### config.mk
export PLATFORM = sky130hd
export DESIGN_NAME = bfp16_ws_col_seq_flat
export DESIGN_NICKNAME = d
export VERILOG_FILES = /design/src/rtl/bfp16_ws_col_seq_if.sv /design/src/rtl/bfp16_ws_col_seq.sv /design/src/flat_wrapper.sv
export SDC_FILE = /design/constraint.sdc
export NUM_CORES = 1
export LEC_CHECK = 0
export CORE_ASPECT_RATIO = 1.2
export CORE_MARGIN = 1.5
export CORE_UTILIZATION = 36
export CTS_CLUSTER_SIZE = 25
export DETAILED_ROUTE_END_ITERATION = 6
export PLACE_DENSITY_LB_ADDON = 0.2
export SETUP_SLACK_MARGIN = 0.3
export SLEW_MARGIN = 0
export SYNTH_ARGS = -nofsm -noshare
export SYNTH_HDL_FRONTEND = slang
export SYNTH_SLANG_ARGS = --single-unit
### constraint.sdc
create_clock -name clk -period 2.2 [get_ports clk]
set_input_delay 0.44 -clock clk [delete_from_list [all_inputs] [get_ports clk]]
set_output_delay 0.44 -clock clk [all_outputs]
set_load 0.02 [all_outputs]
### src/rtl/bfp16_ws_col_seq_if.sv
// Buffer/column-side bundle of the BFP16 weight-stationary column sequencer.
// The master drives the weight/ifmap sources. The slave is the sequencer, which drives the column.
`timescale 1ns/1ps
interface bfp16_ws_col_seq_if #(
   parameter int DEPTH = 8
);
   logic                   w_valid;
   logic                   w_ready;
   logic [15:0]            w_data;
   logic                   x_valid;
   logic                   x_ready;
   logic [16*DEPTH-1:0]    x_data;
   logic                   pe_ctrl;
   logic [15:0]            pe_weight;
   logic [16*DEPTH-1:0]    pe_ifmap;
   logic                   res_valid;

   modport master (
      output w_valid, w_data, x_valid, x_data,
      input  w_ready, x_ready, pe_ctrl, pe_weight, pe_ifmap, res_valid
   );

   modport slave (
      input  w_valid, w_data, x_valid, x_data,
      output w_ready, x_ready, pe_ctrl, pe_weight, pe_ifmap, res_valid
   );
endinterface

### src/rtl/bfp16_ws_col_seq.sv
// Job sequencer for one weight-stationary BFP16 PE column: load weights, stream ifmaps, drain, done.
// Optional BFP16_SEQ_PERF_EN adds a saturating stall counter on stall_cnt.
`timescale 1ns/1ps
module bfp16_ws_col_seq #(
   parameter int DEPTH   = 8,
   parameter int OUT_LAT = 9,
   parameter int VCNT_W  = 16
) (
   input  logic               clk,
   input  logic               rst,
   input  logic               start,
   input  logic [VCNT_W-1:0]  num_vec,
   output logic               busy,
   output logic               done,
   output logic [31:0]        stall_cnt,
   output logic [2:0]         state_dbg,
   bfp16_ws_col_seq_if.slave  bus
);
   localparam int WCNT_W = (DEPTH > 1) ? $clog2(DEPTH) : 1;

   typedef enum logic [2:0] {
      S_IDLE    = 3'd0,
      S_LOAD    = 3'd1,
      S_COMPUTE = 3'd2,
      S_DRAIN   = 3'd3,
      S_FIN     = 3'd4
   } state_t;

   state_t                state_q, state_d;
   logic [WCNT_W-1:0]     wcnt_q;
   logic [VCNT_W-1:0]     vcnt_q;
   logic [VCNT_W-1:0]     nv_q;
   logic [OUT_LAT:0]      vld_q;
   logic                  pe_ctrl_q;
   logic [15:0]           pe_weight_q;
   logic [16*DEPTH-1:0]   pe_ifmap_q;
   logic                  start_acc, w_acc, x_acc, w_last, x_last, pipe_empty;

   // Handshakes: a beat transfers on a rising edge where valid & ready are both high; ready is a
   // pure decode of the registered state, so it never depends on valid in the same cycle.
   assign bus.w_ready = (state_q == S_LOAD);
   assign bus.x_ready = (state_q == S_COMPUTE);

   assign start_acc  = (state_q == S_IDLE) && start;
   assign w_acc      = bus.w_valid && bus.w_ready;
   assign x_acc      = bus.x_valid && bus.x_ready;
   assign w_last     = (wcnt_q == WCNT_W'(DEPTH - 1));
   assign x_last     = (vcnt_q == nv_q - VCNT_W'(1));
   // Stage OUT_LAT leaves next cycle, so only the lower stages decide whether more results remain.
   assign pipe_empty = (vld_q[OUT_LAT-1:0] == '0);

   always_comb begin
      state_d = state_q;
      case (state_q)
         S_IDLE:    if (start) state_d = (num_vec == '0) ? S_FIN : S_LOAD;
         S_LOAD:    if (w_acc && w_last) state_d = S_COMPUTE;
         S_COMPUTE: if (x_acc && x_last) state_d = S_DRAIN;
         S_DRAIN:   if (pipe_empty) state_d = S_FIN;
         S_FIN:     state_d = S_IDLE;
         default:   state_d = S_IDLE;
      endcase
   end

   always_ff @(posedge clk or negedge rst) begin
      if (!rst) begin
         state_q <= S_IDLE;
         wcnt_q  <= '0;
         vcnt_q  <= '0;
         nv_q    <= '0;
      end else begin
         state_q <= state_d;
         if (start_acc) begin
            wcnt_q <= '0;
            vcnt_q <= '0;
            nv_q   <= num_vec;
         end else begin
            if (w_acc) wcnt_q <= w_last ? '0 : wcnt_q + WCNT_W'(1);
            if (x_acc) vcnt_q <= vcnt_q + VCNT_W'(1);
         end
      end
   end

   // Column drive: shift only on a real weight beat; zero ifmap whenever no vector is accepted.
   always_ff @(posedge clk or negedge rst) begin
      if (!rst) begin
         pe_ctrl_q   <= 1'b1;
         pe_weight_q <= '0;
         pe_ifmap_q  <= '0;
         vld_q       <= '0;
      end else begin
         pe_ctrl_q  <= !w_acc;
         if (w_acc) pe_weight_q <= bus.w_data;
         pe_ifmap_q <= x_acc ? bus.x_data : '0;
         vld_q      <= {vld_q[OUT_LAT-1:0], x_acc};
      end
   end

   assign bus.pe_ctrl   = pe_ctrl_q;
   assign bus.pe_weight = pe_weight_q;
   assign bus.pe_ifmap  = pe_ifmap_q;
   assign bus.res_valid = vld_q[OUT_LAT];
   assign busy          = (state_q != S_IDLE);
   assign done          = (state_q == S_FIN);
   assign state_dbg     = state_q;

`ifdef BFP16_SEQ_PERF_EN
   logic [31:0] stall_q;
   logic        stall_hit;

   assign stall_hit = ((state_q == S_LOAD) && !bus.w_valid) ||
                      ((state_q == S_COMPUTE) && !bus.x_valid);

   always_ff @(posedge clk or negedge rst) begin
      if (!rst)                          stall_q <= '0;
      else if (start_acc)                stall_q <= '0;
      else if (stall_hit && !(&stall_q)) stall_q <= stall_q + 32'd1;
   end

   assign stall_cnt = stall_q;
`else
   assign stall_cnt = '0;
`endif
endmodule

### src/flat_wrapper.sv
// flat-port wrapper written by rule: the top's interface ports become plain ports
module bfp16_ws_col_seq_flat 
#(
   parameter int DEPTH   = 8,
   parameter int OUT_LAT = 9,
   parameter int VCNT_W  = 16
)
  (clk, rst, start, num_vec, busy, done, stall_cnt, state_dbg, bus_w_valid, bus_w_data, bus_x_valid, bus_x_data, bus_w_ready, bus_x_ready, bus_pe_ctrl, bus_pe_weight, bus_pe_ifmap, bus_res_valid);
  bfp16_ws_col_seq_if #(.DEPTH(DEPTH)) bus_i ();
  input  logic clk;
  input  logic rst;
  input  logic start;
  input  logic [VCNT_W-1:0] num_vec;
  output logic busy;
  output logic done;
  output logic [31:0] stall_cnt;
  output logic [2:0] state_dbg;
  input wire logic [$bits(bus_i.w_valid)-1:0] bus_w_valid;
  input wire logic [$bits(bus_i.w_data)-1:0] bus_w_data;
  input wire logic [$bits(bus_i.x_valid)-1:0] bus_x_valid;
  input wire logic [$bits(bus_i.x_data)-1:0] bus_x_data;
  output wire logic [$bits(bus_i.w_ready)-1:0] bus_w_ready;
  output wire logic [$bits(bus_i.x_ready)-1:0] bus_x_ready;
  output wire logic [$bits(bus_i.pe_ctrl)-1:0] bus_pe_ctrl;
  output wire logic [$bits(bus_i.pe_weight)-1:0] bus_pe_weight;
  output wire logic [$bits(bus_i.pe_ifmap)-1:0] bus_pe_ifmap;
  output wire logic [$bits(bus_i.res_valid)-1:0] bus_res_valid;
  assign bus_i.w_valid = bus_w_valid;
  assign bus_i.w_data = bus_w_data;
  assign bus_i.x_valid = bus_x_valid;
  assign bus_i.x_data = bus_x_data;
  assign bus_w_ready = bus_i.w_ready;
  assign bus_x_ready = bus_i.x_ready;
  assign bus_pe_ctrl = bus_i.pe_ctrl;
  assign bus_pe_weight = bus_i.pe_weight;
  assign bus_pe_ifmap = bus_i.pe_ifmap;
  assign bus_res_valid = bus_i.res_valid;
  bfp16_ws_col_seq #(.DEPTH(DEPTH), .OUT_LAT(OUT_LAT), .VCNT_W(VCNT_W)) u_core (.clk(clk), .rst(rst), .start(start), .num_vec(num_vec), .busy(busy), .done(done), .stall_cnt(stall_cnt), .state_dbg(state_dbg), .bus(bus_i));
endmodule
Word-level counts from Yosys, hierarchy flattened
Cells that the tools add are included.
{"block": "totals", "elab_cells": 46, "regBits": 193}
{"block": "op_classes", "add_sub_neg": 3, "mux": 12, "n_eq_ne": 10, "n_reduce_logical": 13}
{"op": "128-bit 2-to-1 mux", "count": 1}
{"op": "16-bit 2-to-1 mux", "count": 2}
{"op": "3-bit 2-to-1 mux", "count": 8}
{"op": "16-bit by 1-bit adder with 16-bit output (second input constant)", "count": 1}
{"op": "16-bit == test", "count": 1}
{"op": "16-bit logical NOT", "count": 1}
{"op": "16-bit by 1-bit subtractor with 16-bit output (second input constant)", "count": 1}
{"op": "3-bit case mux with 4 select lines", "count": 1}
{"op": "9-bit logical NOT", "count": 1}
{"op": "3-bit by 2-bit == test with 1-bit output (second input constant)", "count": 2}
{"op": "3-bit == test (second input constant)", "count": 2}
{"op": "2-bit inequality test (second input constant)", "count": 3}
{"op": "1-bit logical AND", "count": 5}
{"op": "4-bit AND reduction", "count": 1}
{"op": "2-bit nonzero test", "count": 2}
{"op": "3-bit by 1-bit adder with 3-bit output (second input constant)", "count": 1}
{"op": "3-bit by 1-bit == test with 1-bit output (second input constant)", "count": 1}
{"op": "3-bit logical NOT", "count": 1}
{"op": "3-bit nonzero test", "count": 1}
{"op": "2-bit by 1-bit inequality test with 1-bit output (second input constant)", "count": 1}
{"op": "1-bit logical NOT", "count": 1}

Logic depth before layout (Yosys ltp)
Gate-level depths: netlist of run 1.
{"block": "logic_depth", "ltp_word": 5, "depth_mapped": 8}

Worst setup path before layout of run 1
Ideal clock, no wire load.
{"block": "synth_path", "path_kind": "reg-to-reg", "from": "register u_core.state_q[0] (netlist: u_core.state_dbg[0])", "to": "register u_core.pe_weight_q[0] (netlist: u_core.bus.pe_weight[0])", "arrival_ps": 2214, "stages_incl_launch_ff": 6, "setup_time_ps": 125, "period_less_slack_ps": 2339, "slack_ps": -139, "required_time_ps": 2075, "cell_sequence": "dfrtp_1 -> clkbuf_1 -> nor3b_1 -> and2_1 -> clkbuf_1 -> mux2_2"}
{"block": "synth_between", "elab_chain_len": 2}
{"item": "start: declaration", "line": "bfp16_ws_col_seq.sv:29", "rtl": "state_t state_q, state_d;"}
{"item": "start signal: assignment", "line": "bfp16_ws_col_seq.sv:71", "rtl": "state_q <= state_d;"}
{"item": "3-bit by 1-bit == test with 1-bit output", "line": "bfp16_ws_col_seq.sv:41", "rtl": "assign bus.w_ready = (state_q == S_LOAD);"}
{"item": "net bus_w_ready", "line": "flat_wrapper.sv:22", "rtl": "output wire logic [$bits(bus_i.w_ready)-1:0] bus_w_ready;"}
{"item": "1-bit logical AND", "line": "bfp16_ws_col_seq.sv:45", "rtl": "assign w_acc = bus.w_valid && bus.w_ready;"}
{"item": "end signal: assignment", "line": "bfp16_ws_col_seq.sv:92", "rtl": "if (w_acc) pe_weight_q <= bus.w_data;"}
{"item": "end: declaration", "line": "bfp16_ws_col_seq.sv:35", "rtl": "logic [15:0] pe_weight_q;"}
The timed path passes the listed nets, and every way through them passes these cells.
A chain may end at the register's enable or synchronous reset.

Worst setup path after layout of run 1
{"block": "layout_path", "from": "register u_core.nv_q[3]", "to": "register u_core.state_q[0] (netlist: u_core.state_dbg[0])"}
{"block": "layout_between", "elab_chain_len": 5}
{"item": "start: declaration", "line": "bfp16_ws_col_seq.sv:32", "rtl": "logic [VCNT_W-1:0] nv_q;"}
{"item": "start signal: assignment", "line": "bfp16_ws_col_seq.sv:75", "rtl": "nv_q <= num_vec;"}
{"item": "16-bit by 1-bit subtractor with 16-bit output", "line": "bfp16_ws_col_seq.sv:48", "rtl": "assign x_last = (vcnt_q == nv_q - VCNT_W'(1));"}
{"item": "16-bit == test", "line": "bfp16_ws_col_seq.sv:48"}
{"item": "1-bit logical AND", "line": "bfp16_ws_col_seq.sv:57", "rtl": "S_COMPUTE: if (x_acc && x_last) state_d = S_DRAIN;"}
{"item": "2-bit inequality test (no source line)"}
{"item": "4-bit AND reduction (no source line)"}
Every way passes these cells.

==> impl_metrics.toml, run 1 <==
[layout]
syn2layout_area_growth_pct = 59.4
final_nets = 1101
nFillCells = 1735
drive_above_1_share_pct = 13.7
n_antenna_cell = 0
stdcell_area_um2 = 11900

[sta]
rsz0062_at_grt = "yes"
fin_skew_ps = 12.8
finalCritPeriodShare_pct = 88.0
slew_viol_final = 0
hold-worst-slack_ps = 378
finalCriticalPeriod_ps = 1940
layout_setup_ws_ps = 264
fmax_ghz = 0.517
setup_viol = 0
tightest_slew_ps = 531
finalHoldViolCount = 0
relSlewSlack_pct = 64.3

[floorplan]
coreArea_um2 = 20300
die_h_um = 161
die_w_um = 135
num_rows = 57
initial_utilization_pct = 36.8
io_pins = 350
dieArea_um2 = 21700

[detailed_routing]
drt_first_pass_iters = 4
via_count = 5381
finalWirelength_mm = 20.3
drc = 0
drt-initial-drc-count = 189
viasPerCell = 4.45
drtAntennaViolNets = 0
wire_per_inst_um = 16.8

[critical_path]
cp.arrival_ps = 2250
required_ps = 2510
critPathBufInv = 1
crit_fanout = 5
worst_path_largest_cell_delay_ps = 420
critPathKind = "reg -> reg"
crit_path_cell_trace = "nor4_4, buf_4, a311oi_1, a311o_1, a22o_1, nand4_1, a21oi_1"
r2r_cells = 7
path_depth = 7
slowest_stage = "dfrtp_1"
cpLargestDelayFamily = "compound AO/OA/AOI/OAI gates"
crit_path_end_kind = "flop"
start_kind = "flop"

[placement]
gp_congestion = 0.747
hpwl_mm = 14.6
portBuffers = 317
placed_area_um2 = 11000
pre_cts_slack_ps = -57.9

[synthesis]
ys.flop_type = "dfrtp_1"
ys_ff_latch = 193
yosysTopAreaCell = "dfrtp_1"
async_flop_share_pct = 100
syn_area_um2 = 7480
netlist-cell-type-count = 48
synth.area.top_cells = "dfrtp_1, and2_1, mux2_2"
synth_top_area_share_pct = 64.2
synth_cells = 583
synth_edf_count = 0
yosys_warnings = 0
yosysMostFrequentCell = "dfrtp_1"
ys_seq_area_share_pct = 64.6
syn_area_per_cell_um2 = 12.8
ys_top_cells_by_count = "dfrtp_1, and2_1, buf_4, nor2_1, mux2_2"

[clock_tree]
htreeDepth = 4
clock_sinks = 193
cts_root_buf = "clkbuf_16"
clockBufferDepth = 2
cts_tree = "yes"
clkLatencyLatePin_ps = 430
cts_buffers = 17
cts.clk_slew.worst_paths_ps = 80

[hold_path]
hold_path_depth = 0
min_path_type = "reg -> reg"

[pwr]
power_w = 0.00997
peakVddDrop_mv = 0.503
power_density_nw_per_um2 = 836
p_leak_nw = 5.60

[flow_run]
cap_violations = 0

[global_routing]
antenna_found_initial = 0
grt_overflow_total = 0
grt_pass1_vias = 5522
grt_pass1_wl_mm = 30.7
grt_max_degree = 69
grt_usage_pct = 18.7

[run_status]
status = "completed"
worst reg2reg max path, cell delays in order, from the launching register on:
cell and delay [ps]:
dfrtp_1 420, nor4_4 390, buf_4 210, a311oi_1 100, a311o_1 360, a22o_1 190
nand4_1 90, a21oi_1 60
through the flow:
step	instances	utilization, %	setup TNS (ps)
global route	1209	58.7	0
floorplan	614	-	0
CTS	1202	57.6	0
detailed placement	1158	54.0	-176
global placement	1158	54.0	-163
finish	1209	58.7	0
flip-flops by register name, summed over array words and instances (netlist names):
signal and count:
u_core.state_dbg 3, u_core.vld_q 10, u_core.bus.pe_ctrl 1, u_core.nv_q 16
u_core.bus.pe_ifmap 128, u_core.bus.pe_weight 16, u_core.wcnt_q 3, u_core.vcnt_q 16
routing by layer:
metal	vias up	wire, um	global-route usage [%]
met5	-	0	0
met4	0	298	5.08
met3	23	1830	7.32
met2	205	10500	32.4
met1	2607	7640	21.4
li1	2546	-	-
power by group:
group          internal, W  switching, W
Clock              0.00151       0.00149
Combinational      0.00145       0.00126
Sequential         0.00389      0.000378
layout make-up:
type	instances	area, um^2	share of cell area (%)
tap	265	332	2.78
clock buffer	17	425	3.57
clock inverter	14	150	1.26
sequential	193	4830	40.6
multi-input combinational	359	2580	21.7
inverter	5	18.8	0.157
timing repair buffer	356	3580	30.0
logic make-up (layout without fill, tap and decap cells):
family / after synthesis / in the layout / share of synthesized area (%)
compound gates: 34 / 34 / 3.16
xor+xnor: 34 / 34 / 3.98
fa+ha+maj: 4 / 4 / 0.669
buf+inv: 62 / 392 / 4.78
flops: 193 / 193 / 64.6
mux: 31 / 31 / 4.63
other cells: 1 / 32 / 0.0501
simple gates: 224 / 224 / 18.1
repair_timing:
item	4_1_cts	5_1_grt
setup buffers	12	5
hold endpoints to repair	35	0
endpoints found under the setup margin	15	28
resized for setup	28	37
gates cloned	0	2
hold buffers	1	0
pin swaps	7	13
final timing paths:
kind,slack [ps],startpoint,endpoint
max,260,u_core.nv_q[3]$_DFFE_PN0P_,u_core.state_dbg[0]$_DFFE_PN0P_
min,380,u_core.vld_q[6]$_DFF_PN0_,u_core.vld_q[7]$_DFF_PN0_
max reg2reg,260,u_core.nv_q[3]$_DFFE_PN0P_,u_core.state_dbg[0]$_DFFE_PN0P_
min reg2reg,380,u_core.vld_q[6]$_DFF_PN0_,u_core.vld_q[7]$_DFF_PN0_
max in group asynchronous,1040,rst,u_core.bus.pe_ifmap[51]$_DFF_PN0_
min in group asynchronous,500,rst,u_core.nv_q[12]$_DFFE_PN0P_
layout by cell type, fill, tap and decap left out, types with 4 or more instances in the layout:
cell type / n
a21oi_1: 5
and2_1: 130
and3_1: 4
buf_4: 29
clkbuf_16: 19
clkdlybuf4s50_1: 298
clkinv_8: 4
conb_1: 32
dfrtp_1: 189
dlygate4sd2_1: 4
dlymetal6s2s_1: 10
inv_6: 5
mux2_1: 5
mux2_2: 24
nand2_1: 16
nand3_1: 4
nand4_1: 9
nor2_1: 24
nor4_1: 6
o21ai_0: 5
xnor2_1: 11
xor2_1: 21
Note: power is estimated with default switching activity, not from simulation.
==> inputs of run 2 (changes only) <==
- CORE_MARGIN: 1.5 -> 3
==> impl_metrics.toml, run 2 (synthesis gave the netlist of run 1 again) <==
[run_status]
status = "complete, but fails checks"
violations = "negative hold slack"

[global_routing]
grt_max_degree = 81
busiest_layer = "met2"
gr-usage-met3_pct = 8.03
grt_overflow_total = 0
grt_usage_pct = 17.3
grt_pass1_vias = 5449
gr-usage-met1_pct = 18.8
met2_usage_pct = 30.2
grt_pass1_wl_mm = 29.5
antenna_found_initial = 1

[critical_path]
worst_path_largest_cell_delay_ps = 500
reg2reg_from = "u_core.nv_q[6]$_DFFE_PN0P_"
cpLargestDelayFamily = "flip-flops"
slowest_stage = "dfrtp_2"
crit_fanout = 10
regToRegSetupSlack_ps = 270
critPathBufInv = 1
required_ps = 1760
r2r_cells = 7
r2r-end = "u_core.state_dbg[0]$_DFFE_PN0P_"
start_kind = "flop"
critPathKind = "reg -> out"
crit_path_end_kind = "primary output"
cp.arrival_ps = 1520
crit_path_cell_trace = "nor3b_2, clkdlybuf4s15_2"

[sta]
finalHoldViolCount = 1
relSlewSlack_pct = 63.4
fmax_ghz = 0.511
fin_skew_ps = 13.1
hold-worst-slack_ps = -4.45
setup_viol = 0
finalCriticalPeriod_ps = 1960
finalCritPeriodShare_pct = 88.9
slew_viol_final = 0
rsz0062_at_grt = "yes"
finalSetupTns_ps = 0
tightest_slew_ps = 545

[clock_tree]
cts.clk_slew.worst_paths_ps = 70
htreeDepth = 4
cts_root_buf = "clkbuf_16"
cts_buffers = 17
clockBufferDepth = 2
clkLatencyLatePin_ps = 430
cts_tree = "yes"
cts-hold-fix-buffers = 0
clock_sinks = 193

[floorplan]
coreArea_um2 = 20300
initial_utilization_pct = 36.8
die_h_um = 164
die_w_um = 138
num_rows = 57
io_pins = 350
dieArea_um2 = 22500

[layout]
final_util_pct = 58.2
stdcell_area_um2 = 11800
layout.cells.non_filler = 1215
syn2layout_area_growth_pct = 58.2
most-common-layout-cells = "clkdlybuf4s50_1, dfrtp_1, and2_1"
largest_reg_flops = 128
drive_above_1_share_pct = 14.1
final_nets = 1106
final_common_cell = "clkdlybuf4s50_1"
n_antenna_cell = 0

[detailed_routing]
via_count = 5380
drt-initial-drc-count = 183
finalWirelength_mm = 19.8
drt_first_pass_iters = 4
drtAntennaViolNets = 0
viasPerCell = 4.43
wire_per_inst_um = 16.3
drc = 0

[flow_run]
cap_violations = 0

[placement]
portBuffers = 317
placed_area_um2 = 11100
hpwl_mm = 14.8
gp_congestion = 0.755
place_inst = 1168

[pwr]
power_w = 0.00987
p_leak_nw = 5.45
peakVddDrop_mv = 0.624
power_density_nw_per_um2 = 834

[hold_path]
min_path_type = "in -> async"
## run 2: cell count changes in the layout (fill, tap and decap cells not counted), sizes merged
cell / previous run / this run
clkinv: 7 / 4
dlygate4sd3: 1 / 0
inv: 11 / 13
clkbuf: 21 / 19
buf: 38 / 46
clkdlybuf4s50: 298 / 304
dlygate4sd2: 4 / 8
dlymetal6s2s: 10 / 0
clkdlybuf4s15: 1 / 2
clkinvlp: 1 / 2
## run 2: worst max-delay path by stage
stage / start / to / depth (start not counted) / slack, ps
floorplan: u_core.state_dbg[2]$_DFFE_PN0P_ / u_core.vcnt_q[15]$_DFFE_PN0P_ / 8 / 300
global placement: bus_x_valid / u_core.vcnt_q[13]$_DFFE_PN0P_ / 8 / 20
detailed placement: bus_x_valid / u_core.vcnt_q[5]$_DFFE_PN0P_ / 7 / 2
CTS: u_core.nv_q[3]$_DFFE_PN0P_ / u_core.state_dbg[0]$_DFFE_PN0P_ / 7 / 220
global route: u_core.nv_q[8]$_DFFE_PN0P_ / u_core.state_dbg[0]$_DFFE_PN0P_ / 6 / 120
finish: u_core.state_dbg[1]$_DFFE_PN0P_ / bus_x_ready / 2 / 240
## run 2: where the power goes
group / total, W / switching, W / internal (W)
Clock: 0.00302 / 0.00147 / 0.00155
Combinational: 0.00265 / 0.00120 / 0.00145
Sequential: 0.00421 / 0.000319 / 0.00389
## run 2: repair_timing
item	in CTS	in global routing
pin swaps	9	9
gates resized for setup	27	18
cloned	0	0
buffers inserted	8	7
endpoints found under the setup margin	15	15
hold endpoints to repair	0	0
## run 2: cell type report
cell class,instances,area (um^2)
clock buffer,18,439
clock inverter,14,144
fill,1747,8490
inverter,5,18.8
multi-input combinational,359,2510
sequential,193,4830
tap,265,332
timing repair buffer,361,3550
## run 2: layer usage
metal | up-vias | share of wire, %
met3 | 15 | 9.9
li1 | 2549 | -
met1 | 2609 | 36
met5 | - | 0.086
met2 | 205 | 53
met4 | 2 | 1.1
## run 2: metrics by stage
stage / hold slack (ps) / worst slack [ps]
global route: 18.5 / 123
global placement: 359 / 22.3
finish: -4.45 / 245
detailed placement: 361 / 2.15
CTS: 5.02 / 223
floorplan: 144 / 300
